### config.mk
export PLATFORM = sky130hd
export DESIGN_NAME = mem_port_arbiter
export DESIGN_NICKNAME = d
export VERILOG_FILES = /design/src/rtl/mem_port_arbiter_pkg.sv /design/src/rtl/mem_port_arbiter_timeout.sv /design/src/rtl/mem_port_arbiter.sv
export SDC_FILE = /design/constraint.sdc
export NUM_CORES = 1
export LEC_CHECK = 0
export ABC_AREA = 1
export BUFFER_PORTS_ARGS = -buffer_cell sky130_fd_sc_hd__buf_2
export CAP_MARGIN = 20
export CORE_MARGIN = 4
export CORE_UTILIZATION = 51
export DETAILED_ROUTE_END_ITERATION = 10
export PLACE_DENSITY = 0.81
export SLEW_MARGIN = 0
export SYNTH_ARGS = -nofsm -noshare
export SYNTH_HDL_FRONTEND = slang
export SYNTH_HIERARCHICAL = 1
export SYNTH_SLANG_ARGS = --single-unit
### constraint.sdc
create_clock -name clk -period 3.25 [get_ports clk]
set_clock_uncertainty 0.1 [all_clocks]
set_input_delay 0.325 -clock clk [delete_from_list [all_inputs] [get_ports clk]]
set_output_delay 0.325 -clock clk [all_outputs]
set_load 0.02 [all_outputs]
### src/rtl/mem_port_arbiter_pkg.sv
// Shared types, default parameters and access-alignment helper for the
// fetch/data memory-port arbiter.
package mem_port_arbiter_pkg;

    typedef enum logic [1:0] {
        IDLE     = 2'd0,
        GRANT_IF = 2'd1,
        GRANT_D  = 2'd2
    } arb_state_t;

    localparam int DEF_STARVE_LIMIT   = 4;
    localparam int DEF_TIMEOUT_CYCLES = 255;

    // Word accesses need addr[1:0]==0, halfword accesses need addr[0]==0.
    function automatic logic is_misaligned(input logic [1:0] addr_lo, input logic [3:0] wstrb);
        case (wstrb)
            4'b1111:          return (addr_lo != 2'b00);
            4'b0011, 4'b1100: return addr_lo[0];
            default:          return 1'b0;
        endcase
    endfunction

endpackage

### src/rtl/mem_port_arbiter_timeout.sv
// Wait-cycle counter: counts stalled memory-port cycles and flags the cycle
// whose edge brings the count to the limit.
module arb_timeout_counter (
    input  logic        clk,
    input  logic        rst,
    input  logic        i_enable,
    input  logic        i_clear,
    input  logic [15:0] i_limit,
    output logic        o_expired
);

    logic [15:0] r_cnt;

    // Stall counter register.
    always_ff @(posedge clk) begin
        if (rst || i_clear) begin
            r_cnt <= 16'd0;
        end else if (i_enable) begin
            r_cnt <= r_cnt + 16'd1;
        end else begin
            r_cnt <= r_cnt;
        end
    end

    assign o_expired = i_enable && (r_cnt == (i_limit - 16'd1));

endmodule

### src/rtl/mem_port_arbiter.sv
// Two-requester (fetch/data) arbiter onto a single memory port with
// starvation protection, alignment checking and a stall timeout.
import mem_port_arbiter_pkg::*;

module mem_port_arbiter #(
    parameter int TIMEOUT_CYCLES = DEF_TIMEOUT_CYCLES,
    parameter int STARVE_LIMIT   = DEF_STARVE_LIMIT
) (
    input  logic        clk,
    input  logic        rst,
    input  logic        if_req,
    input  logic [31:0] if_addr,
    output logic [31:0] if_rdata,
    output logic        if_ack,
    output logic        if_err,
    input  logic        d_req,
    input  logic        d_we,
    input  logic [31:0] d_addr,
    input  logic [31:0] d_wdata,
    input  logic [3:0]  d_wstrb,
    output logic [31:0] d_rdata,
    output logic        d_ack,
    output logic        d_err,
    output logic        m_valid,
    output logic        m_we,
    output logic [31:0] m_addr,
    output logic [31:0] m_wdata,
    output logic [3:0]  m_wstrb,
    input  logic        m_ready,
    input  logic        m_err,
    input  logic [31:0] m_rdata
);

    arb_state_t  r_state, w_state_nxt;
    logic [7:0]  r_starve_cnt;
    logic        r_m_valid, r_m_we, r_if_ack, r_if_err, r_d_ack, r_d_err;
    logic [31:0] r_m_addr, r_m_wdata, r_if_rdata, r_d_rdata;
    logic [3:0]  r_m_wstrb;
    logic        w_grant_d, w_grant_if, w_misalign, w_done, w_expired;
    logic        w_if_eff, w_force_if;

    arb_timeout_counter u_timeout (
        .clk       (clk),
        .rst       (rst),
        .i_enable  (r_m_valid & ~m_ready),
        .i_clear   (~r_m_valid | m_ready),
        .i_limit   (16'(TIMEOUT_CYCLES)),
        .o_expired (w_expired)
    );

    // Grant decision and next state. In an ack cycle the acked requester's
    // req is still up from the finished transfer: a masked data req still
    // wins priority but is not granted, so fetch only overtakes via starvation.
    always_comb begin
        w_state_nxt = r_state;
        w_grant_d   = 1'b0;
        w_grant_if  = 1'b0;
        w_misalign  = is_misaligned(d_addr[1:0], d_wstrb);
        w_done      = r_m_valid & m_ready;
        w_if_eff    = if_req & ~r_if_ack;
        w_force_if  = w_if_eff & (r_starve_cnt == 8'(STARVE_LIMIT));
        case (r_state)
            IDLE: begin
                if (d_req && !w_force_if) begin
                    if (!r_d_ack) begin
                        w_grant_d   = 1'b1;
                        w_state_nxt = w_misalign ? IDLE : GRANT_D;
                    end else begin
                        w_grant_d   = 1'b0;
                    end
                end else if (w_if_eff) begin
                    w_grant_if  = 1'b1;
                    w_state_nxt = GRANT_IF;
                end else begin
                    w_state_nxt = IDLE;
                end
            end
            GRANT_IF, GRANT_D: begin
                if (w_done || w_expired) begin
                    w_state_nxt = IDLE;
                end else begin
                    w_state_nxt = r_state;
                end
            end
            default: w_state_nxt = IDLE;
        endcase
    end

    // State, request-port and completion registers.
    always_ff @(posedge clk) begin
        if (rst) begin
            r_state      <= IDLE;
            r_starve_cnt <= 8'd0;
            r_m_valid    <= 1'b0;
            r_m_we       <= 1'b0;
            r_m_addr     <= 32'd0;
            r_m_wdata    <= 32'd0;
            r_m_wstrb    <= 4'd0;
            r_if_ack     <= 1'b0;
            r_if_err     <= 1'b0;
            r_if_rdata   <= 32'd0;
            r_d_ack      <= 1'b0;
            r_d_err      <= 1'b0;
            r_d_rdata    <= 32'd0;
        end else begin
            r_state  <= w_state_nxt;
            r_if_ack <= 1'b0;
            r_if_err <= 1'b0;
            r_d_ack  <= 1'b0;
            r_d_err  <= 1'b0;
            if (w_grant_d) begin
                if (!w_if_eff) begin
                    r_starve_cnt <= 8'd0;
                end else if (r_starve_cnt != 8'(STARVE_LIMIT)) begin
                    r_starve_cnt <= r_starve_cnt + 8'd1;
                end else begin
                    r_starve_cnt <= r_starve_cnt;
                end
                if (w_misalign) begin
                    r_d_ack <= 1'b1;
                    r_d_err <= 1'b1;
                end else begin
                    r_m_valid <= 1'b1;
                    r_m_we    <= d_we;
                    r_m_addr  <= d_addr;
                    r_m_wdata <= d_wdata;
                    r_m_wstrb <= d_wstrb;
                end
            end else if (w_grant_if) begin
                r_starve_cnt <= 8'd0;
                r_m_valid    <= 1'b1;
                r_m_we       <= 1'b0;
                r_m_addr     <= if_addr;
                r_m_wstrb    <= 4'd0;
            end else if (w_done || w_expired) begin
                r_m_valid <= 1'b0;
                if (r_state == GRANT_IF) begin
                    r_if_ack   <= 1'b1;
                    r_if_err   <= w_done ? m_err : 1'b1;
                    r_if_rdata <= w_done ? m_rdata : 32'd0;
                end else begin
                    r_d_ack    <= 1'b1;
                    r_d_err    <= w_done ? m_err : 1'b1;
                    r_d_rdata  <= w_done ? m_rdata : 32'd0;
                end
            end else begin
                r_m_valid <= r_m_valid;
            end
        end
    end

    assign m_valid  = r_m_valid;
    assign m_we     = r_m_we;
    assign m_addr   = r_m_addr;
    assign m_wdata  = r_m_wdata;
    assign m_wstrb  = r_m_wstrb;
    assign if_ack   = r_if_ack;
    assign if_err   = r_if_err;
    assign if_rdata = r_if_rdata;
    assign d_ack    = r_d_ack;
    assign d_err    = r_d_err;
    assign d_rdata  = r_d_rdata;

endmodule

Yosys cells after proc, flatten, opt, wreduce, memory -nomap -nowiden
Cells that the tools add are included.
{"block": "totals", "register_bits": 164, "in_bits": 139, "out_inout_bits": 138}
{"block": "classes", "add_sub_neg": 2, "n_eq_ne": 12, "muxes": 42, "bitwise_logic": 13, "n_reduce_logical": 20}
{"cell": "$mux W32", "n": 4}
{"cell": "$mux W8", "n": 4}
{"cell": "$mux W1", "n": 25}
{"cell": "$add A16 B1 Y16 const B", "n": 1}
{"cell": "$eq A16 B8 Y1 const B", "n": 1}
{"cell": "$mux W4", "n": 3}
{"cell": "$reduce_and A2 Y1", "n": 5}
{"cell": "$add A8 B1 Y8 const B", "n": 1}
{"cell": "$eq A4 B4 Y1 const B", "n": 2}
{"cell": "$eq A8 B3 Y1 const B", "n": 1}
{"cell": "$mux W2", "n": 4}
{"cell": "$ne A8 B3 Y1 const B", "n": 1}
{"cell": "$not A1 Y1", "n": 8}
{"cell": "$reduce_and A4 Y1", "n": 2}
{"cell": "$reduce_or A5 Y1", "n": 1}
{"cell": "$and A1 B1 Y1", "n": 4}
{"cell": "$eq A4 B2 Y1 const B", "n": 1}
{"cell": "$ne A2 B2 Y1 const B", "n": 2}
{"cell": "$pmux W2 S2", "n": 1}
{"cell": "$reduce_bool A2 Y1", "n": 2}
{"cell": "$reduce_or A2 Y1", "n": 2}
{"cell": "$reduce_or A4 Y1", "n": 1}
{"cell": "$ne A3 B2 Y1 const B", "n": 1}
{"cell": "$ne A3 B3 Y1 const B", "n": 1}
{"cell": "9 further kinds", "n": 11}

Longest topological paths before layout
Gate-level depths: netlist of the first run.
{"block": "depth", "depth_word": 9, "ltp_mapped": 20, "ltp_nobuf": 18}

Cells and area by module
Netlist of the first run, hierarchy kept.
{"mod": "mem_port_arbiter", "n_inst": 1, "cells_each": 1026, "area_each_um2": 6821.5, "seq_area_each_um2": 2962.8}
{"mod": "arb_timeout_counter", "n_inst": 1, "cells_each": 225, "area_each_um2": 1365.1, "seq_area_each_um2": 320.3}

Least setup slack after synthesis of the first run
Ideal clock, no wire load.
{"block": "synth_timing", "path_type": "reg-to-reg", "start": "register r_m_valid, in the netlist m_valid", "end": "register r_d_rdata[1], in the netlist d_rdata[1]", "setup_time_ns": 0.113, "arrival_time_ns": 2.291, "required_time_ns": 3.037, "path_slack_ns": 0.747, "path_stages_with_launch": 18, "n_path_buf": 2, "cell_sequence": "dfxtp_1 inv_1 nor2_1 inv_1 a21oi_1 nand3_1 nor2_1 nand3_1 nor2_1 nand3_1 nor2_1 a21oi_1 nor2_1 nand3_2 buf_4 buf_4 nor2_1 nor2_1"}
{"block": "synth_via", "elab_chain_cells": 4, "word_cells_on_any_way": 6, "classes_between": "1 x mux; 2 x bitwise; 3 x reduce/logical"}
{"item": "start, declared", "line_no": "mem_port_arbiter.sv:36", "source": "logic r_m_valid, r_m_we, r_if_ack, r_if_err, r_d_ack, r_d_err;"}
{"item": "start signal, assigned", "line_no": "mem_port_arbiter.sv:147", "source": "r_m_valid <= r_m_valid;"}
{"item": "$and A1 B1 Y1", "line_no": "mem_port_arbiter.sv:45", "source": ".i_enable (r_m_valid & ~m_ready),"}
{"item": "$logic_and A1 B1 Y1", "line_no": "mem_port_arbiter_timeout.sv:25", "source": "assign o_expired = i_enable && (r_cnt == (i_limit - 16'd1));"}
{"item": "via w_expired", "line_no": "mem_port_arbiter.sv:39", "source": "logic w_grant_d, w_grant_if, w_misalign, w_done, w_expired;"}
{"item": "$logic_or A1 B1 Y1", "line_no": "mem_port_arbiter.sv:135", "source": "end else if (w_done || w_expired) begin"}
{"item": "$reduce_and A4 Y1 (no line)"}
{"item": "end signal, assigned", "line_no": "mem_port_arbiter.sv:144", "source": "r_d_rdata <= w_done ? m_rdata : 32'd0;"}
{"item": "end, declared", "line_no": "mem_port_arbiter.sv:37", "source": "logic [31:0] r_m_addr, r_m_wdata, r_if_rdata, r_d_rdata;"}
The timed path passes the listed nets, and every way through them passes these cells.
A chain may end at the register's enable or synchronous reset.

Final worst setup path of the first run
{"block": "layout_timing", "start": "register r_starve_cnt[0]", "end": "register r_m_wdata[15], in the netlist m_wdata[15]"}
{"block": "layout_via", "elab_chain_cells": 7}
{"item": "start, declared", "line_no": "mem_port_arbiter.sv:35", "source": "logic [7:0] r_starve_cnt;"}
{"item": "start signal, assigned", "line_no": "mem_port_arbiter.sv:115", "source": "r_starve_cnt <= r_starve_cnt + 8'd1;"}
{"item": "start signal, assigned", "line_no": "mem_port_arbiter.sv:117", "source": "r_starve_cnt <= r_starve_cnt;"}
{"item": "$eq A8 B3 Y1", "line_no": "mem_port_arbiter.sv:61", "source": "w_force_if = w_if_eff & (r_starve_cnt == 8'(STARVE_LIMIT));"}
{"item": "$and A1 B1 Y1", "line_no": "mem_port_arbiter.sv:61"}
{"item": "$logic_not A1 Y1", "line_no": "mem_port_arbiter.sv:64", "source": "if (d_req && !w_force_if) begin"}
{"item": "$logic_and A1 B1 Y1", "line_no": "mem_port_arbiter.sv:64"}
{"item": "$mux W1", "line_no": "mem_port_arbiter.sv:64"}
{"item": "$mux W1", "line_no": "mem_port_arbiter.sv:62", "source": "case (r_state)"}
{"item": "$reduce_and A2 Y1 (no line)"}
{"item": "end signal, assigned", "line_no": "mem_port_arbiter.sv:126", "source": "r_m_wdata <= d_wdata;"}
{"item": "end, declared", "line_no": "mem_port_arbiter.sv:37"}
Every way passes these cells.

==> qor.yml, run 1 <==
status:
  status: "finished, final reports clean"
placed_design:
  placed_area_sq_um: 9780
  hpwl_um: 16000
  port_buffers: 276
  gp_congestion: 0.832
clocking:
  cts_hold_buf: 0
  cts_max_level: 4
  cts_buffers: 17
  clock_tree.buffer_depth: 2
  post_cts_buffers: 0
  clock_sinks: 164
  cts_tree: "done"
  root_buffer: "clkbuf_16"
  cts.clk_slew.worst_paths_ns: 0.06
  clkLatencyLatePin_ns: 0.42
  ctsResizeCount: 0
worst_setup_path:
  worstPathArrival_ns: 2.91
  start_kind: "register"
  critPathMaxFanout: 33
  worst-r2r-setup-slack_ns: 0.59
  crit_top_cell: "nor2_2"
  slowest_stage: "nor2_2"
  crit_chain: "inv_1 > ha_1 > nand3_1 > nor2_2 > nand2_2 > nand3_4 > nor2_2 > buf_4 > o21ai_0 > nor2_1"
  end_kind: "register"
  slowest_delay_ns: 0.52
  path_class: "register to register"
  path_delay_family: "simple AND/OR/NAND/NOR gates"
  cp.required_ns: 3.50
  path_buf_inv: 2
floorplanning:
  dieArea_sq_um: 18100
  die_w_um: 135
  start_util: 0.517
  ioPinCount: 277
  core_area_sq_um: 15800
  fp-row-count: 46
  die_h_um: 135
route:
  routed_wl_um: 23000
  dr.pass1.iters: 5
  num_vias: 8520
  wl_per_cell_um: 13.0
  vias_per_cell: 4.82
  drc: 0
  final_antenna_net_count: 0
  drtIter0Drc: 508
timing:
  slew_headroom: 0.350
  worstMarginPinSlew_ns: 0.973
  hold_viol: 0
  slew_violations: 0
  setup_viol: 0
  min_period_ns: 2.66
  period_share: 0.818
  fin_setup_tns_ns: 0
  rsz0062_at_grt: "no"
  fmax_mhz: 376
yosys:
  synthAdderAreaFrac: 0.00917
  yosys_warnings: 6
  ys_types: 35
  synth_seq_cells: 164
  syn-cell-area_sq_um: 8190
  synth_xor_area_frac: 0.0209
  synth_top_family_by_area: "simple AND/OR/NAND/NOR gates"
  yosys.area_share.simple: 0.376
  synth_compound_area_frac: 0.0757
  syn_avg_cell_area_sq_um: 6.54
  seq_area_frac_synth: 0.401
  syn_inst: 1251
  synth.mux.area_fraction: 0
global_route:
  grt_max_degree: 71
  antenna_found_initial: 1
  grt-ovfl-total: 0
  track_usage: 0.248
  grt_pass1_wl_um: 37200
  grt_pass1_vias: 8013
cells_and_area:
  finalInstanceArea_sq_um: 10400
  area_growth_pct: 26.9
  nFillCells: 1448
  fin_nets: 1684
  drive_above_1_share: 0.226
worst_hold_path:
  hp-class: "input port to register"
power:
  leakage_nw: 5.57
  ir_drop_v: 0.000437
  cellPowerDensity_nw_per_um2: 705
run:
  drv_cap: 0
worst paths after layout:
kind                                              startpoint                       end  depth (start not counted)
worst max-delay path            r_starve_cnt[0]$_SDFFE_PP0P_  m_wdata[15]$_SDFFE_PP0P_                         10
worst min-delay path                              d_wdata[4]   m_wdata[4]$_SDFFE_PP0P_                          3
worst max register to register  r_starve_cnt[0]$_SDFFE_PP0P_  m_wdata[15]$_SDFFE_PP0P_                         10
worst min register to register       m_wstrb[0]$_SDFFE_PP0P_   m_wstrb[0]$_SDFFE_PP0P_                          2
area by class of cell:
| cell class | instances | area, sq um | share of cell area |
|---|---|---|---|
| Clock inverter | 10 | 148 | 0.0142 |
| Antenna cell | 1 | 2.50 | 0.000241 |
| Multi-Input combinational cell | 910 | 4140 | 0.398 |
| Tap cell | 216 | 270 | 0.0260 |
| Inverter | 156 | 586 | 0.0564 |
| Clock buffer | 22 | 464 | 0.0447 |
| Timing Repair Buffer | 290 | 1500 | 0.144 |
| Sequential cell | 164 | 3280 | 0.316 |
flip-flops by register name, summed over array words and instances, names as in the netlist, 2 cells and up:
| signal | flops |
|---|---|
| d_rdata | 32 |
| if_rdata | 32 |
| m_addr | 32 |
| m_wdata | 32 |
| u_timeout/r_cnt | 16 |
| r_starve_cnt | 8 |
| m_wstrb | 4 |
| r_state | 2 |
metal layers:
layer  GRT usage  wire length (um)  vias up
li1            -                 -     4404
met2       0.428             11000      276
met4      0.0696               379        0
met3      0.0693              1710       30
met1       0.303              9860     3810
met5           0                 0        -
cell usage in the layout (no fill, tap or decap), drive strengths merged, types with 45 or more instances in the layout:
cell type,synthesis,layout
a21oi,61,61
buf,31,290
conb,2,48
dfxtp,164,164
inv,156,158
nand2,320,320
nand3,64,64
nor2,250,250
nor3,45,45
o21ai,51,51
power breakdown:
group | switching, mW | leakage (nW) | internal (mW)
Combinational | 1.89 | 3.94 | 0.804
Clock | 0.825 | 0.288 | 1.26
Sequential | 0.173 | 1.34 | 2.37
tightest hold or removal path, stage by stage:
cell and delay [ns]:
buf_2 0.08, nor3_1 0.04, nor2_1 0.08
per-stage QoR:
stage           util  instances  hold slack [ns]  total power, mW  setup slack (ns)
2_1_floorplan      -       1297            0.339             4.56             0.747
3_3_place_gp   0.618       1736            0.346             5.21             0.699
3_5_place_dp   0.618       1736            0.351             5.27             0.620
4_1_cts        0.656       1768           0.0173             7.36             0.619
5_1_grt        0.656       1769           0.0238             7.80             0.329
6_report       0.656       1769           0.0376             7.32             0.591
kinds of logic after synthesis:
group | count (synthesis)
adder cells (fa/ha/maj) | 6
buffers and inverters | 223
flip-flops | 164
AO/OA/AOI/OAI | 118
AND/OR/NAND/NOR | 720
other | 2
XOR/XNOR | 18
cells in the mapped netlist:
| library cell | number | area (sq um) |
|---|---|---|
| nand2_1 | 314 | 1180 |
| nor2_1 | 242 | 908 |
| dfxtp_1 | 164 | 3280 |
| inv_1 | 152 | 571 |
| a21oi_1 | 60 | 300 |
| nand3_1 | 58 | 290 |
| o21ai_0 | 51 | 255 |
| nor3_1 | 42 | 210 |
| clkbuf_1 | 36 | 135 |
| nand4_1 | 34 | 213 |
| buf_2 | 14 | 70.1 |
| xnor2_1 | 10 | 87.6 |
| buf_4 | 9 | 67.6 |
| buf_6 | 8 | 90.1 |
| xor2_1 | 7 | 61.3 |
| ha_1 | 6 | 75.1 |
| nor2_2 | 6 | 37.5 |
| nand3_2 | 5 | 50.1 |
| o21a_1 | 5 | 37.5 |
| inv_2 | 4 | 15.0 |
| nand3b_1 | 3 | 22.5 |
| nor3_2 | 3 | 30.0 |
| conb_1 | 2 | 7.51 |
| nand2_2 | 2 | 12.5 |
| nand2_4 | 2 | 22.5 |
| nand2_8 | 2 | 40.0 |
| nor2_4 | 2 | 22.5 |
| a21oi_4 | 1 | 16.3 |
| and2_1 | 1 | 6.26 |
| nand3_4 | 1 | 17.5 |
| nor3b_1 | 1 | 7.51 |
| nor4_1 | 1 | 6.26 |
| o21ba_2 | 1 | 10.0 |
| or2_2 | 1 | 6.26 |
| xnor3_1 | 1 | 22.5 |
Power figures use the tool's default switching activity.
==> run 2, diff against run 1 <==
CORE_UTILIZATION = 46   (was 51)
PLACE_DENSITY = 0.77   (was 0.81)
clock period = 2.35 ns   (was 3.25 ns; I/O delays follow)
==> qor.yml, run 2 (same netlist as run 1, synthesis figures left out) <==
cells_and_area:
  layout_common_cells: "nand2_1 (313), buf_2 (276), nor2_1 (238), dfxtp_1 (163), inv_1 (149)"
  final_cell_count_no_fill: 1840
  area_growth_pct: 36.3
  finalInstanceArea_sq_um: 11200
  drive_above_1_share: 0.242
  final_common_cell: "nand2_1"
  fin_util: 0.643
  fin_nets: 1746
placed_design:
  placed_area_sq_um: 9930
  hpwl_um: 16700
  port_buffers: 276
  numPlacedInstances: 1758
  gp_congestion: 0.882
global_route:
  grt.busiest_layer: "met2"
  grt_use_met1: 0.277
  grt_pass1_wl_um: 38900
  antenna_found_initial: 0
  use_met3: 0.0637
  grt_pass1_vias: 8359
  grt-ovfl-total: 0
  track_usage: 0.235
  grt_max_degree: 71
  grt_use_met2: 0.403
floorplanning:
  core_area_sq_um: 17400
  fp-row-count: 48
  start_util: 0.472
  die_w_um: 141
  ioPinCount: 277
  dieArea_sq_um: 20000
  die_h_um: 141
route:
  vias_per_cell: 4.80
  dr.pass1.iters: 6
  drtIter0Drc: 572
  final_antenna_net_count: 0
  num_vias: 8828
  drc: 0
  wl_per_cell_um: 13.6
  routed_wl_um: 25000
worst_setup_path:
  crit_chain: "inv_4 > nor2_4 > inv_2 > a21oi_2 > nand3_1 > nor2_1 > nand3_1 > nor2_1 > nand3_1 > nor2_1 > a21oi_2 > nor2_4 > nand3_4 > buf_12 > o21ai_0 > nor2_1"
  slowest_stage: "dfxtp_4"
  worstPathArrival_ns: 2.52
  critPathMaxFanout: 5
  crit_top_cell: "nor2_1"
  start_kind: "register"
  end_kind: "register"
  path_buf_inv: 3
  path_class: "register to register"
  path_delay_family: "simple AND/OR/NAND/NOR gates"
  cp.required_ns: 2.57
  slowest_delay_ns: 0.38
power:
  cellPowerDensity_nw_per_um2: 938
  ir_drop_v: 0.000622
  p_total_mw: 10.5
  leakage_nw: 5.93
timing:
  period_share: 0.978
  slew_violations: 0
  min_period_ns: 2.30
  rsz0062_at_grt: "yes"
  setup_viol: 0
  fmax_mhz: 435
  hold_viol: 0
clocking:
  cts_buffers: 17
  clock_tree.buffer_depth: 2
  cts_max_level: 4
  root_buffer: "clkbuf_16"
  cts_tree: "done"
  clkLatencyLatePin_ns: 0.43
  cts.clk_slew.worst_paths_ns: 0.07
  clock_sinks: 164
run:
  drv_cap: 0
status:
  status: "finished, final reports clean"
worst_hold_path:
  hp-class: "input port to register"
[run 2: repair_timing]
| item | in CTS | in global routing |
|---|---|---|
| resized for setup | 0 | 20 |
| setup endpoints to repair | 0 | 66 |
| hold endpoints to repair | 37 | 0 |
| buffers inserted | 0 | 3 |
| hold buffers | 37 | 0 |
[run 2: worst paths after layout]
| path | slack [ns] | cells after the start | startpoint | endpoint |
|---|---|---|---|---|
| max | 0.05 | 16 | m_valid$_SDFFE_PP0P_ | d_rdata[16]$_SDFFE_PP0P_ |
| min | 0.02 | 3 | d_wstrb[0] | m_wstrb[0]$_SDFFE_PP0P_ |
| max reg2reg | 0.05 | 16 | m_valid$_SDFFE_PP0P_ | d_rdata[16]$_SDFFE_PP0P_ |
| min reg2reg | 0.36 | 2 | m_wstrb[0]$_SDFFE_PP0P_ | m_wstrb[0]$_SDFFE_PP0P_ |
[run 2: area by class of cell]
cell class,count,area (sq um)
well taps,225,282
diodes,1,2.50
clock inverters,15,189
inverters,156,588
multi-input cells,911,4190
fillers,1527,6190
clock buffers,17,425
flip-flops and latches,164,3290
repair buffers,351,2190
[run 2: through the flow]
step | setup WS [ns] | hold WS, ns | TNS, ns
after floorplan | 0.0547 | 0.277 | 0
after global placement | 0.184 | 0.344 | 0
after detailed placement | 0.0741 | 0.350 | 0
after CTS | 0.0629 | 0.00283 | 0
after global routing | -0.120 | 0.0198 | -3.31
final | 0.0509 | 0.0187 | 0
[run 2: power by group]
| part | switching (mW) | internal (mW) |
|---|---|---|
| logic | 2.72 | 1.31 |
| registers | 0.247 | 3.28 |
| clock network | 1.28 | 1.62 |
[run 2: worst reg2reg max path, delay by kind of cell, from the launching register on]
family          cells  cell delay (ns)
simple gates       10             1.10
compound gates      3             0.34
buf+inv             3             0.29
flops               1             0.38
[run 2: routing by layer]
metal / up-vias / share of wire
met2: 350 / 0.49
met4: 0 / 0.030
met3: 51 / 0.084
li1: 4535 / -
met5: - / 0
met1: 3892 / 0.40
